$ cat config.mk
export PLATFORM = sky130hd
export DESIGN_NAME = nc_op_scheduler_flat
export DESIGN_NICKNAME = d
export VERILOG_FILES = /design/src/rtl/nc_op_scheduler_if.sv /design/src/rtl/nc_op_scheduler.sv /design/src/flat_wrapper.sv
export SDC_FILE = /design/constraint.sdc
export NUM_CORES = 1
export LEC_CHECK = 0
export BUFFER_PORTS_ARGS = -buffer_cell sky130_fd_sc_hd__buf_4
export CORE_MARGIN = 5
export CORE_UTILIZATION = 48
export DETAILED_ROUTE_END_ITERATION = 7
export GPL_TIMING_DRIVEN = 0
export HOLD_SLACK_MARGIN = 0.02
export PLACE_DENSITY_LB_ADDON = 0.3
export SYNTH_ARGS = -nofsm -noshare
export SYNTH_HDL_FRONTEND = slang
export SYNTH_SLANG_ARGS = --single-unit
$ cat constraint.sdc
create_clock -name clk -period 1.9 [get_ports clk]
set_input_delay 0.19 -clock clk [delete_from_list [all_inputs] [get_ports clk]]
set_output_delay 0.19 -clock clk [all_outputs]
set_load 0.05 [all_outputs]
$ cat src/rtl/nc_op_scheduler_if.sv
// Operand request / result response bundle for nc_op_scheduler.
// Requester i drives lane i of req_a/req_b; the scheduler drives the rsp_* side.
interface nc_op_scheduler_if #(
  parameter int NUM_REQ = 4,
  parameter int DATA_W  = 8,
  parameter int ID_W    = 2
);
  logic [NUM_REQ-1:0]             req_valid;
  logic [NUM_REQ-1:0]             req_ready;
  logic [NUM_REQ-1:0][DATA_W-1:0] req_a;
  logic [NUM_REQ-1:0][DATA_W-1:0] req_b;
  logic                           rsp_valid;
  logic                           rsp_ready;
  logic [ID_W-1:0]                rsp_id;
  logic [DATA_W-1:0]              rsp_and;
  logic                           rsp_par;

  modport master (
    output req_valid, req_a, req_b, rsp_ready,
    input  req_ready, rsp_valid, rsp_id, rsp_and, rsp_par
  );
  modport slave (
    input  req_valid, req_a, req_b, rsp_ready,
    output req_ready, rsp_valid, rsp_id, rsp_and, rsp_par
  );
endinterface

$ cat src/rtl/nc_op_scheduler.sv
// Round-robin scheduler sharing one AND/parity unit between NUM_REQ requesters.
// Optional NC_SCHED_STATS_EN adds a 16-bit response-handshake counter (op_count).
module nc_op_scheduler #(
  parameter int NUM_REQ = 4,
  parameter int DATA_W  = 8,
  parameter int ID_W    = 2
) (
  input  logic              clk,
  input  logic              rst_n,
  nc_op_scheduler_if.slave  bus,
`ifdef NC_SCHED_STATS_EN
  output logic [15:0]       op_count,
`endif
  output logic              busy
);
  typedef enum logic [1:0] {IDLE, EXEC, RESP} state_e;

  state_e            state_q, state_d;
  logic [ID_W-1:0]   ptr_q, ptr_d;
  logic [ID_W-1:0]   gid_q;
  logic [DATA_W-1:0] a_q, b_q;
  logic              rsp_valid_q;
  logic [ID_W-1:0]   rsp_id_q;
  logic [DATA_W-1:0] rsp_and_q;
  logic              rsp_par_q;
  logic              gnt_found;
  logic [ID_W-1:0]   gnt_idx;
  logic              grant;
  logic              rsp_hs;
  int                idx;

  // First valid requester at or after ptr, wrapping at NUM_REQ-1.
  always_comb begin
    gnt_found = 1'b0;
    gnt_idx   = '0;
    idx       = 0;
    for (int k = 0; k < NUM_REQ; k++) begin
      idx = int'(ptr_q) + k;
      if (idx >= NUM_REQ) idx = idx - NUM_REQ;
      if (!gnt_found && bus.req_valid[idx]) begin
        gnt_found = 1'b1;
        gnt_idx   = ID_W'(idx);
      end
    end
  end

  assign grant  = (state_q == IDLE) && gnt_found;
  assign rsp_hs = rsp_valid_q && bus.rsp_ready;
  assign ptr_d  = (gnt_idx == ID_W'(NUM_REQ - 1)) ? '0 : gnt_idx + 1'b1;

  always_ff @(posedge clk or negedge rst_n) begin
    if (!rst_n) state_q <= IDLE;
    else        state_q <= state_d;
  end

  always_comb begin
    state_d = state_q;
    case (state_q)
      IDLE:    if (gnt_found) state_d = EXEC;
      EXEC:    state_d = RESP;
      RESP:    if (rsp_hs) state_d = IDLE;
      default: state_d = IDLE;
    endcase
  end

  // No grant is offered while reset is held, even though IDLE is forced.
  always_comb begin
    bus.req_ready = '0;
    if (grant && rst_n) bus.req_ready[gnt_idx] = 1'b1;
    busy = (state_q != IDLE);
  end

  always_ff @(posedge clk or negedge rst_n) begin
    if (!rst_n) begin
      ptr_q       <= '0;
      gid_q       <= '0;
      a_q         <= '0;
      b_q         <= '0;
      rsp_valid_q <= 1'b0;
      rsp_id_q    <= '0;
      rsp_and_q   <= '0;
      rsp_par_q   <= 1'b0;
    end else begin
      if (grant) begin
        ptr_q <= ptr_d;
        gid_q <= gnt_idx;
        a_q   <= bus.req_a[gnt_idx];
        b_q   <= bus.req_b[gnt_idx];
      end
      if (state_q == EXEC) begin
        rsp_and_q   <= a_q & b_q;
        rsp_par_q   <= ^{a_q, b_q};
        rsp_id_q    <= gid_q;
        rsp_valid_q <= 1'b1;
      end else if (rsp_hs) begin
        rsp_valid_q <= 1'b0;
      end
    end
  end

  assign bus.rsp_valid = rsp_valid_q;
  assign bus.rsp_id    = rsp_id_q;
  assign bus.rsp_and   = rsp_and_q;
  assign bus.rsp_par   = rsp_par_q;

`ifdef NC_SCHED_STATS_EN
  logic [15:0] op_count_q;
  always_ff @(posedge clk or negedge rst_n) begin
    if (!rst_n)      op_count_q <= '0;
    else if (rsp_hs) op_count_q <= op_count_q + 16'd1;
  end
  assign op_count = op_count_q;
`endif
endmodule
$ cat src/flat_wrapper.sv
// flat-port wrapper written by rule: the top's interface ports become plain ports
module nc_op_scheduler_flat 
#(
  parameter int NUM_REQ = 4,
  parameter int DATA_W  = 8,
  parameter int ID_W    = 2
)
  (clk, rst_n, busy, bus_req_valid, bus_req_a, bus_req_b, bus_rsp_ready, bus_req_ready, bus_rsp_valid, bus_rsp_id, bus_rsp_and, bus_rsp_par);
  nc_op_scheduler_if #(.NUM_REQ(NUM_REQ), .DATA_W(DATA_W), .ID_W(ID_W)) bus_i ();
  input  logic clk;
  input  logic rst_n;
  output logic busy;
  input wire logic [$bits(bus_i.req_valid)-1:0] bus_req_valid;
  input wire logic [$bits(bus_i.req_a)-1:0] bus_req_a;
  input wire logic [$bits(bus_i.req_b)-1:0] bus_req_b;
  input wire logic [$bits(bus_i.rsp_ready)-1:0] bus_rsp_ready;
  output wire logic [$bits(bus_i.req_ready)-1:0] bus_req_ready;
  output wire logic [$bits(bus_i.rsp_valid)-1:0] bus_rsp_valid;
  output wire logic [$bits(bus_i.rsp_id)-1:0] bus_rsp_id;
  output wire logic [$bits(bus_i.rsp_and)-1:0] bus_rsp_and;
  output wire logic [$bits(bus_i.rsp_par)-1:0] bus_rsp_par;
  assign bus_i.req_valid = bus_req_valid;
  assign bus_i.req_a = bus_req_a;
  assign bus_i.req_b = bus_req_b;
  assign bus_i.rsp_ready = bus_rsp_ready;
  assign bus_req_ready = bus_i.req_ready;
  assign bus_rsp_valid = bus_i.rsp_valid;
  assign bus_rsp_id = bus_i.rsp_id;
  assign bus_rsp_and = bus_i.rsp_and;
  assign bus_rsp_par = bus_i.rsp_par;
  nc_op_scheduler #(.NUM_REQ(NUM_REQ), .DATA_W(DATA_W), .ID_W(ID_W)) u_core (.clk(clk), .rst_n(rst_n), .bus(bus_i), .busy(busy));
endmodule
==> qor_table.md, run 1 <==
| Quantity | Reported | Unit |
|:---|:---|:---|
| Outcome | finished, violations left | - |
| Violated checks | setup timing | - |
| Die X-Extent | 76.7 | um |
| Per-cell via count in the routed design | 5.61 | - |
| Grt met2 use | 0.376 | - |
| Floorplan Core Area | 4320 | um^2 |
| Setup Crit Path Kind | reg2out | - |
| Highest-utilization routing layer at the global route stage | met2 | - |
| HPWL reported at the end of detailed placement | 4.38 | mm |
| I/O Pins | 88 | - |
| Share of cells above drive strength 1 | 0.478 | - |
| Path depth of the worst reg2reg path | 6 | - |
| Count of state elements after synthesis | 34 | - |
| EDFF count, synth | 0 | - |
| Source of the worst hold timing path | bus_rsp_ready | - |
| Met3 routing resource usage after global routing | 0.0410 | - |
| Final standard cell count with taps included and fillers excluded | 387 | - |
| Proportion of netlist area held by the largest area contributor | 0.399 | - |
| Synth area leader | dfrtp_1 | - |
| Most common cell after layout, fill and taps aside | buf_4 | - |
| Chip Height | 76.7 | um |
| Power per cell area | 1790 | nW/um^2 |
| Endpoint of the worst hold path | u_core.bus.rsp_valid | - |
| Multi-input gate area in the final layout | 1250 | um^2 |
| Wire length of the first global-routing pass | 9.96 | mm |
| Reg area | 852 | um^2 |
| Worst slew slack as a fraction of its limit | 0.479 | - |
| Root Buffer | clkbuf_8 | - |
| Clock tree from TritonCTS | done | - |
| Initial cell density of the core | 0.493 | - |
| Antenna Violating Nets Remaining | 0 | - |
| Most frequent cells in the layout | buf_4, dfrtp_1, nand2_1 | - |
| Placed cell count | 361 | - |
| Number of nets produced by synthesis | 297 | - |
| Pleak | 1.55 | nW |
| Number of I/O port buffers | 83 | - |
| Final period utilization | 1.08 | - |
| Max Fanout on Critical Path | 6 | - |
| Gate count of the mapped netlist | 226 | - |
| Overflow left after global routing | 0 | - |
| Slew @ Worst Pin | 0.782 | ns |
| Maximum vdd ir drop | 836 | uV |
| Data arrival, critical path | 1.86 | ns |
| Register-to-Register Setup Slack | -0.07 | ns |
| Kind of capture point of the worst setup path | output pin | - |
| H-tree depth reported by CTS | 2 | - |
| Post-layout min period | 2.05 | ns |
| Class of the tightest hold or removal check | in2reg | - |
| Hold slack final | 0.108 | ns |
| Max clock buf depth | 2 | - |
| Number of fill cells in the layout | 305 | - |
| Clock sink count | 34 | - |
| Placement row count | 24 | - |
| Finished Core Util | 0.741 | - |
| Maximum number of pins on one net before global-route repair | 39 | - |
| First-pass iteration count of the detailed router | 4 | - |
| Setup violations, final | 14 | - |
| Cell types with the largest area share after synthesis | dfrtp_1, a221oi_2, mux2i_1 | - |
| R2r endpoint | u_core.b_q[4] | - |
| Fin. max-slew vios | 0 | - |
| Fmax | 487 | MHz |
| Clock slew at reported path FFs | 0.07 | ns |
| Initial antenna violation count | 0 | - |
| Yosys warns | 0 | - |
| DR iter-0 viols | 95 | - |
| Routed WL per cell | 16.2 | um |
| Kind of start point of the critical path | flip-flop | - |
| Net count, final | 405 | - |
| Total via count in the routed design | 2171 | - |
| GP Congestion | 0.770 | - |
| Antenna diode count | 0 | - |
| Number of buffers added by the clock tree synthesis step | 5 | - |
| Number of remaining DRC errors | 0 | - |
| PnR worst setup slack | -0.155 | ns |
| Number of cells on the worst hold path | 2 | - |
| RSZ-0062 raised after global routing | true | - |
| Post-synthesis sequential area ratio | 0.399 | - |
| Number of maximum-capacitance constraint violations | 0 | - |
| R2R Path Start | u_core.ptr_q[1] | - |
| Vias in the first global route | 2149 | - |
| Combined global-route utilization of all metal layers | 0.209 | - |
| Final number of hold-violating endpoints | 0 | - |
| Async set-or-reset flop fraction in the synthesized netlist | 1.00 | - |
| Layout overhead on the synthesized area | 50.1 | % |
| Post-Syn Area per Cell | 9.44 | um^2 |
| Total die area | 5880 | um^2 |
| Setup clock skew after layout | 0.00642 | ns |
| Distinct cells, synth | 40 | - |
| Clock latency reported for the late side of the worst-skew pair | 0.29 | ns |
| Summed instance area of the synthesized netlist | 2130 | um^2 |
| Wire length reported by the detailed router | 6.29 | mm |
| Required time worst endpoint | 1.71 | ns |
| Met1 GRT Util | 0.238 | - |
| Primary flip-flop cell chosen by synthesis mapping | dfrtp_1 | - |
[report_power, final]
group	leakage [nW]	switching, W	total, W	internal (W)
clock	0.0575	0.000258	0.000624	0.000366
combinational	1.09	0.00200	0.00373	0.00173
sequential	0.399	0.000294	0.00138	0.00109
total	1.55	0.00255	0.00573	0.00318
[cells in the mapped netlist, types with 3 or more instances]
| master | n |
|---|---|
| nor2_1 | 21 |
| buf_6 | 3 |
| and3_1 | 8 |
| a21oi_1 | 7 |
| o21ai_0 | 19 |
| or2_2 | 8 |
| buf_2 | 6 |
| nand2b_1 | 3 |
| clkbuf_1 | 4 |
| a221oi_2 | 9 |
| a221oi_1 | 8 |
| dfrtp_1 | 34 |
| xnor2_1 | 13 |
| or2_0 | 4 |
| a21boi_0 | 4 |
| o22ai_1 | 12 |
| mux2i_1 | 12 |
| inv_1 | 6 |
| nand2_1 | 21 |
[worst max path at each step]
stage / start / end / depth (start not counted)
3_3_place_gp: u_core.ptr_q[1] / bus_req_ready[0] / 7
6_report: u_core.ptr_q[1] / bus_req_ready[0] / 5
2_1_floorplan: u_core.state_q[0] / bus_req_ready[0] / 7
3_5_place_dp: u_core.ptr_q[1] / bus_req_ready[0] / 7
5_1_grt: u_core.ptr_q[1] / bus_req_ready[0] / 5
4_1_cts: u_core.ptr_q[1] / bus_req_ready[0] / 5
[per-layer routing]
layer  wire, um  share of wire
met3        370          0.059
met4        141          0.022
met1       2390           0.38
met5          0              0
met2       3390           0.54
[timing repair]
item | in CTS | in global routing
hold buffers | 1 | 0
hold endpoints to repair | 34 | 0
buffers inserted | 8 | 10
setup endpoints to repair | 8 | 16
pin swaps | 2 | 3
gates resized for setup | 22 | 10
[registers in the layout, indices dropped and copies added, names as in the netlist]
signal	cells
u_core.a_q	8
u_core.gid_q	2
u_core.bus.rsp_id	2
u_core.state_q	2
u_core.bus.rsp_valid	1
u_core.bus.rsp_and	8
u_core.bus.rsp_par	1
u_core.b_q	8
u_core.ptr_q	2
[through the flow]
step                TNS, ns  setup slack [ns]  total power, W  cell area, um^2
finish               -0.470            -0.155         0.00573             3200
floorplan            -0.107           -0.0356         0.00379             2140
CTS                  -0.592            -0.161         0.00545             3070
global placement     -0.248            -0.111         0.00450             2830
global route          -1.47            -0.185         0.00614             3200
detailed placement   -0.317            -0.112         0.00460             2830
[layout make-up]
class                   instances  share of cell area
flip-flops and latches         34               0.266
well taps                      52              0.0203
repair buffers                102               0.248
plain buffers                  14              0.0320
clock buffers                   8              0.0344
multi-input cells             170               0.391
inverters                       7             0.00820
[critical path, stage by stage (launching register included)]
cell,delay [ns]
dfrtp_1,0.37
buf_6,0.13
and4b_4,0.21
or4_4,0.52
and3_4,0.20
buf_8,0.14
[cell families (layout without fill, tap and decap cells)]
logic type / after synthesis / count (layout) / share of synthesized area
compound gates: 67 / 67 / 0.244
xor+xnor: 15 / 15 / 0.0616
buf+inv: 22 / 131 / 0.0551
flops: 34 / 34 / 0.399
mux: 14 / 14 / 0.0669
simple gates: 74 / 74 / 0.174
No activity file was read; power rests on OpenSTA's default activity.
==> inputs of run 2 (changes only) <==
Settings changed: CORE_UTILIZATION 48 to 52.
Clock period 1.9 ns to 2.6 ns, I/O delays scaled along.
==> run 2 against run 1 <==
  * Critical path type unchanged
  * The flow now finishes without violations
  * Final area decreased by 9.1%
  * Critical endpoint unchanged
  * Die area fell by 6.7%
  * Power is 35% lower
  * Final cell count fell by 5.4%
  * Sequential power shrank 27%
==> qor_table.md, run 2 (synthesis gave the netlist of run 1 again) <==
| Quantity | Reported | Unit | vs previous |
|:---|:---|:---|:---|
| Fin. max-slew vios | 0 | - | unchanged |
| RSZ-0062 raised after global routing | false | - | was true |
| Outcome | completed | - | was finished, violations left |
| Final number of hold-violating endpoints | 0 | - | unchanged |
| I/O Pins | 88 | - | unchanged |
| Data arrival, critical path | 2.10 | ns | was 1.86 ns |
| First-pass iteration count of the detailed router | 4 | - | unchanged |
| Placement row count | 23 | - | was 24 |
| Kind of capture point of the worst setup path | output pin | - | unchanged |
| Combined global-route utilization of all metal layers | 0.216 | - | was 0.209 |
| Number of I/O port buffers | 83 | - | unchanged |
| # Post-CTS Setup Buffers | 0 | - | was 8 |
| Wire length reported by the detailed router | 5.76 | mm | was 6.29 mm |
| Number of remaining DRC errors | 0 | - | unchanged |
| Layout overhead on the synthesized area | 36.5 | % | was 50.1% |
| Clock latency reported for the late side of the worst-skew pair | 0.29 | ns | about the same |
| Most common cell after layout, fill and taps aside | buf_4 | - | unchanged |
| Maximum number of pins on one net before global-route repair | 39 | - | unchanged |
| GP Congestion | 0.827 | - | was 0.770 |
| Per-cell via count in the routed design | 5.46 | - | was 5.61 |
| Setup Crit Path Kind | reg2out | - | unchanged |
| Hold_buf cts | 1 | - | unchanged |
| Clock tree from TritonCTS | done | - | unchanged |
| Placed cell count | 359 | - | was 361 |
| Final standard cell count with taps included and fillers excluded | 366 | - | was 387 |
| Number of cells on the worst hold path | 2 | - | unchanged |
| Path depth of the worst reg2reg path | 6 | - | unchanged |
| Fmax | 424 | MHz |  |
| Chip Height | 74.1 | um | was 76.7 um |
| DR iter-0 viols | 93 | - | was 95 |
| Power per cell area | 1280 | nW/um^2 | was 1790 nW/um^2 |
| Initial antenna violation count | 0 | - | unchanged |
| Worst slew slack as a fraction of its limit | 0.561 | - | was 0.479 |
| Final period utilization | 0.907 | - |  |
| Total via count in the routed design | 1997 | - | was 2171 |
| Wire length of the first global-routing pass | 9.06 | mm | was 9.96 mm |
| Die X-Extent | 74.1 | um | was 76.7 um |
| Number of maximum-capacitance constraint violations | 0 | - | unchanged |
| Antenna diode count | 0 | - | unchanged |
| Register-to-Register Setup Slack | 0.66 | ns | was -0.07 ns |
| Setup violations, final | 0 | - | was 14 |
| Number of resized instances in the post-cts repair step | 0 | - | was 22 |
| Clock sink count | 34 | - | unchanged |
| Initial cell density of the core | 0.533 | - | was 0.493 |
| Slew @ Worst Pin | 0.659 | ns | was 0.782 ns |
| Setup clock skew after layout | 0.00611 | ns | was 0.00642 ns |
| Post-layout min period | 2.36 | ns |  |
| Kind of start point of the critical path | flip-flop | - | unchanged |
| Max Fanout on Critical Path | 10 | - | was 6 |
| Clock slew at reported path FFs | 0.07 | ns | about the same |
| Floorplan Core Area | 4000 | um^2 | was 4320 um^2 |
| Required time worst endpoint | 2.34 | ns | was 1.71 ns |
| Number of buffers added by the clock tree synthesis step | 5 | - | unchanged |
| Share of cells above drive strength 1 | 0.399 | - | was 0.478 |
| Antenna Violating Nets Remaining | 0 | - | unchanged |
| Most frequent cells in the layout | buf_4, dfrtp_1, nor2_1, nand2_1, o21ai_0 | - | was buf_4, dfrtp_1, nand2_1 |
| HPWL reported at the end of detailed placement | 4.46 | mm | was 4.38 mm |
| Max clock buf depth | 2 | - | unchanged |
| Overflow left after global routing | 0 | - | unchanged |
| Class of the tightest hold or removal check | in2reg | - | unchanged |
| Net count, final | 388 | - | was 405 |
| Vias in the first global route | 1916 | - | was 2149 |
| H-tree depth reported by CTS | 2 | - | unchanged |
| Number of fill cells in the layout | 310 | - | was 305 |
| Routed WL per cell | 15.7 | um | was 16.2 um |
| Pleak | 1.42 | nW | was 1.55 nW |
| Total die area | 5480 | um^2 | was 5880 um^2 |
| Maximum vdd ir drop | 658 | uV | was 836 uV |
| Root Buffer | clkbuf_8 | - | unchanged |
| Setup TNS Final | 0 | ns | was -0.470 ns |
## run 2: cell types whose count changed in the layout (fill, tap and decap cells not counted), sizes merged
cell,before,now
clkbuf,13,11
buf,110,93
## run 2: stage by stage
step,setup slack [ns],hold WS [ns],utilization,instance area [um^2],total power (W)
3_3_place_gp,0.555,0.240,0.705,2820,0.00328
2_1_floorplan,0.474,-0.0356,-,2130,0.00277
4_1_cts,0.244,0.185,0.728,2910,0.00374
6_report,0.242,0.183,0.728,2910,0.00373
5_1_grt,0.124,0.188,0.728,2910,0.00403
3_5_place_dp,0.531,0.240,0.705,2820,0.00335
## run 2: path summary, 6_finish.rpt
check / startpoint / end
max: u_core.ptr_q[1] / bus_req_ready[0]
min: bus_rsp_ready / u_core.bus.rsp_valid
max reg2reg: u_core.ptr_q[0] / u_core.a_q[7]
min reg2reg: u_core.gid_q[1] / u_core.gid_q[1]
max in group asynchronous: rst_n / u_core.bus.rsp_and[0]
min in group asynchronous: rst_n / u_core.b_q[0]
## run 2: cell type report
cell class | instances | area, um^2 | share of cell area
buffer | 15 | 91.3 | 0.0314
clock buffer | 6 | 82.6 | 0.0284
inverter | 7 | 26.3 | 0.00902
multi-input combinational | 170 | 1160 | 0.400
sequential | 34 | 851 | 0.292
tap | 50 | 62.6 | 0.0215
timing repair buffer | 84 | 633 | 0.217
## run 2: routing by layer
metal	track usage	wire length [um]	part of all wire
met1	0.279	2380	0.41
met5	0	0	0
met2	0.367	3010	0.52
met4	0.0604	65	0.011
met3	0.0459	307	0.053
## run 2: power breakdown
part	switching, W	internal, W	total (W)
sequential	0.000211	0.000794	0.00101
combinational	0.00132	0.00102	0.00234
clock	0.000181	0.000204	0.000385
## run 2: critical path, stage by stage (launching register included)
cell     delay (ns)
dfrtp_1        0.38
buf_6          0.14
inv_1          0.12
nor4_1         0.07
or4_4          0.55
buf_6          0.18
and3_1         0.19
buf_4          0.19
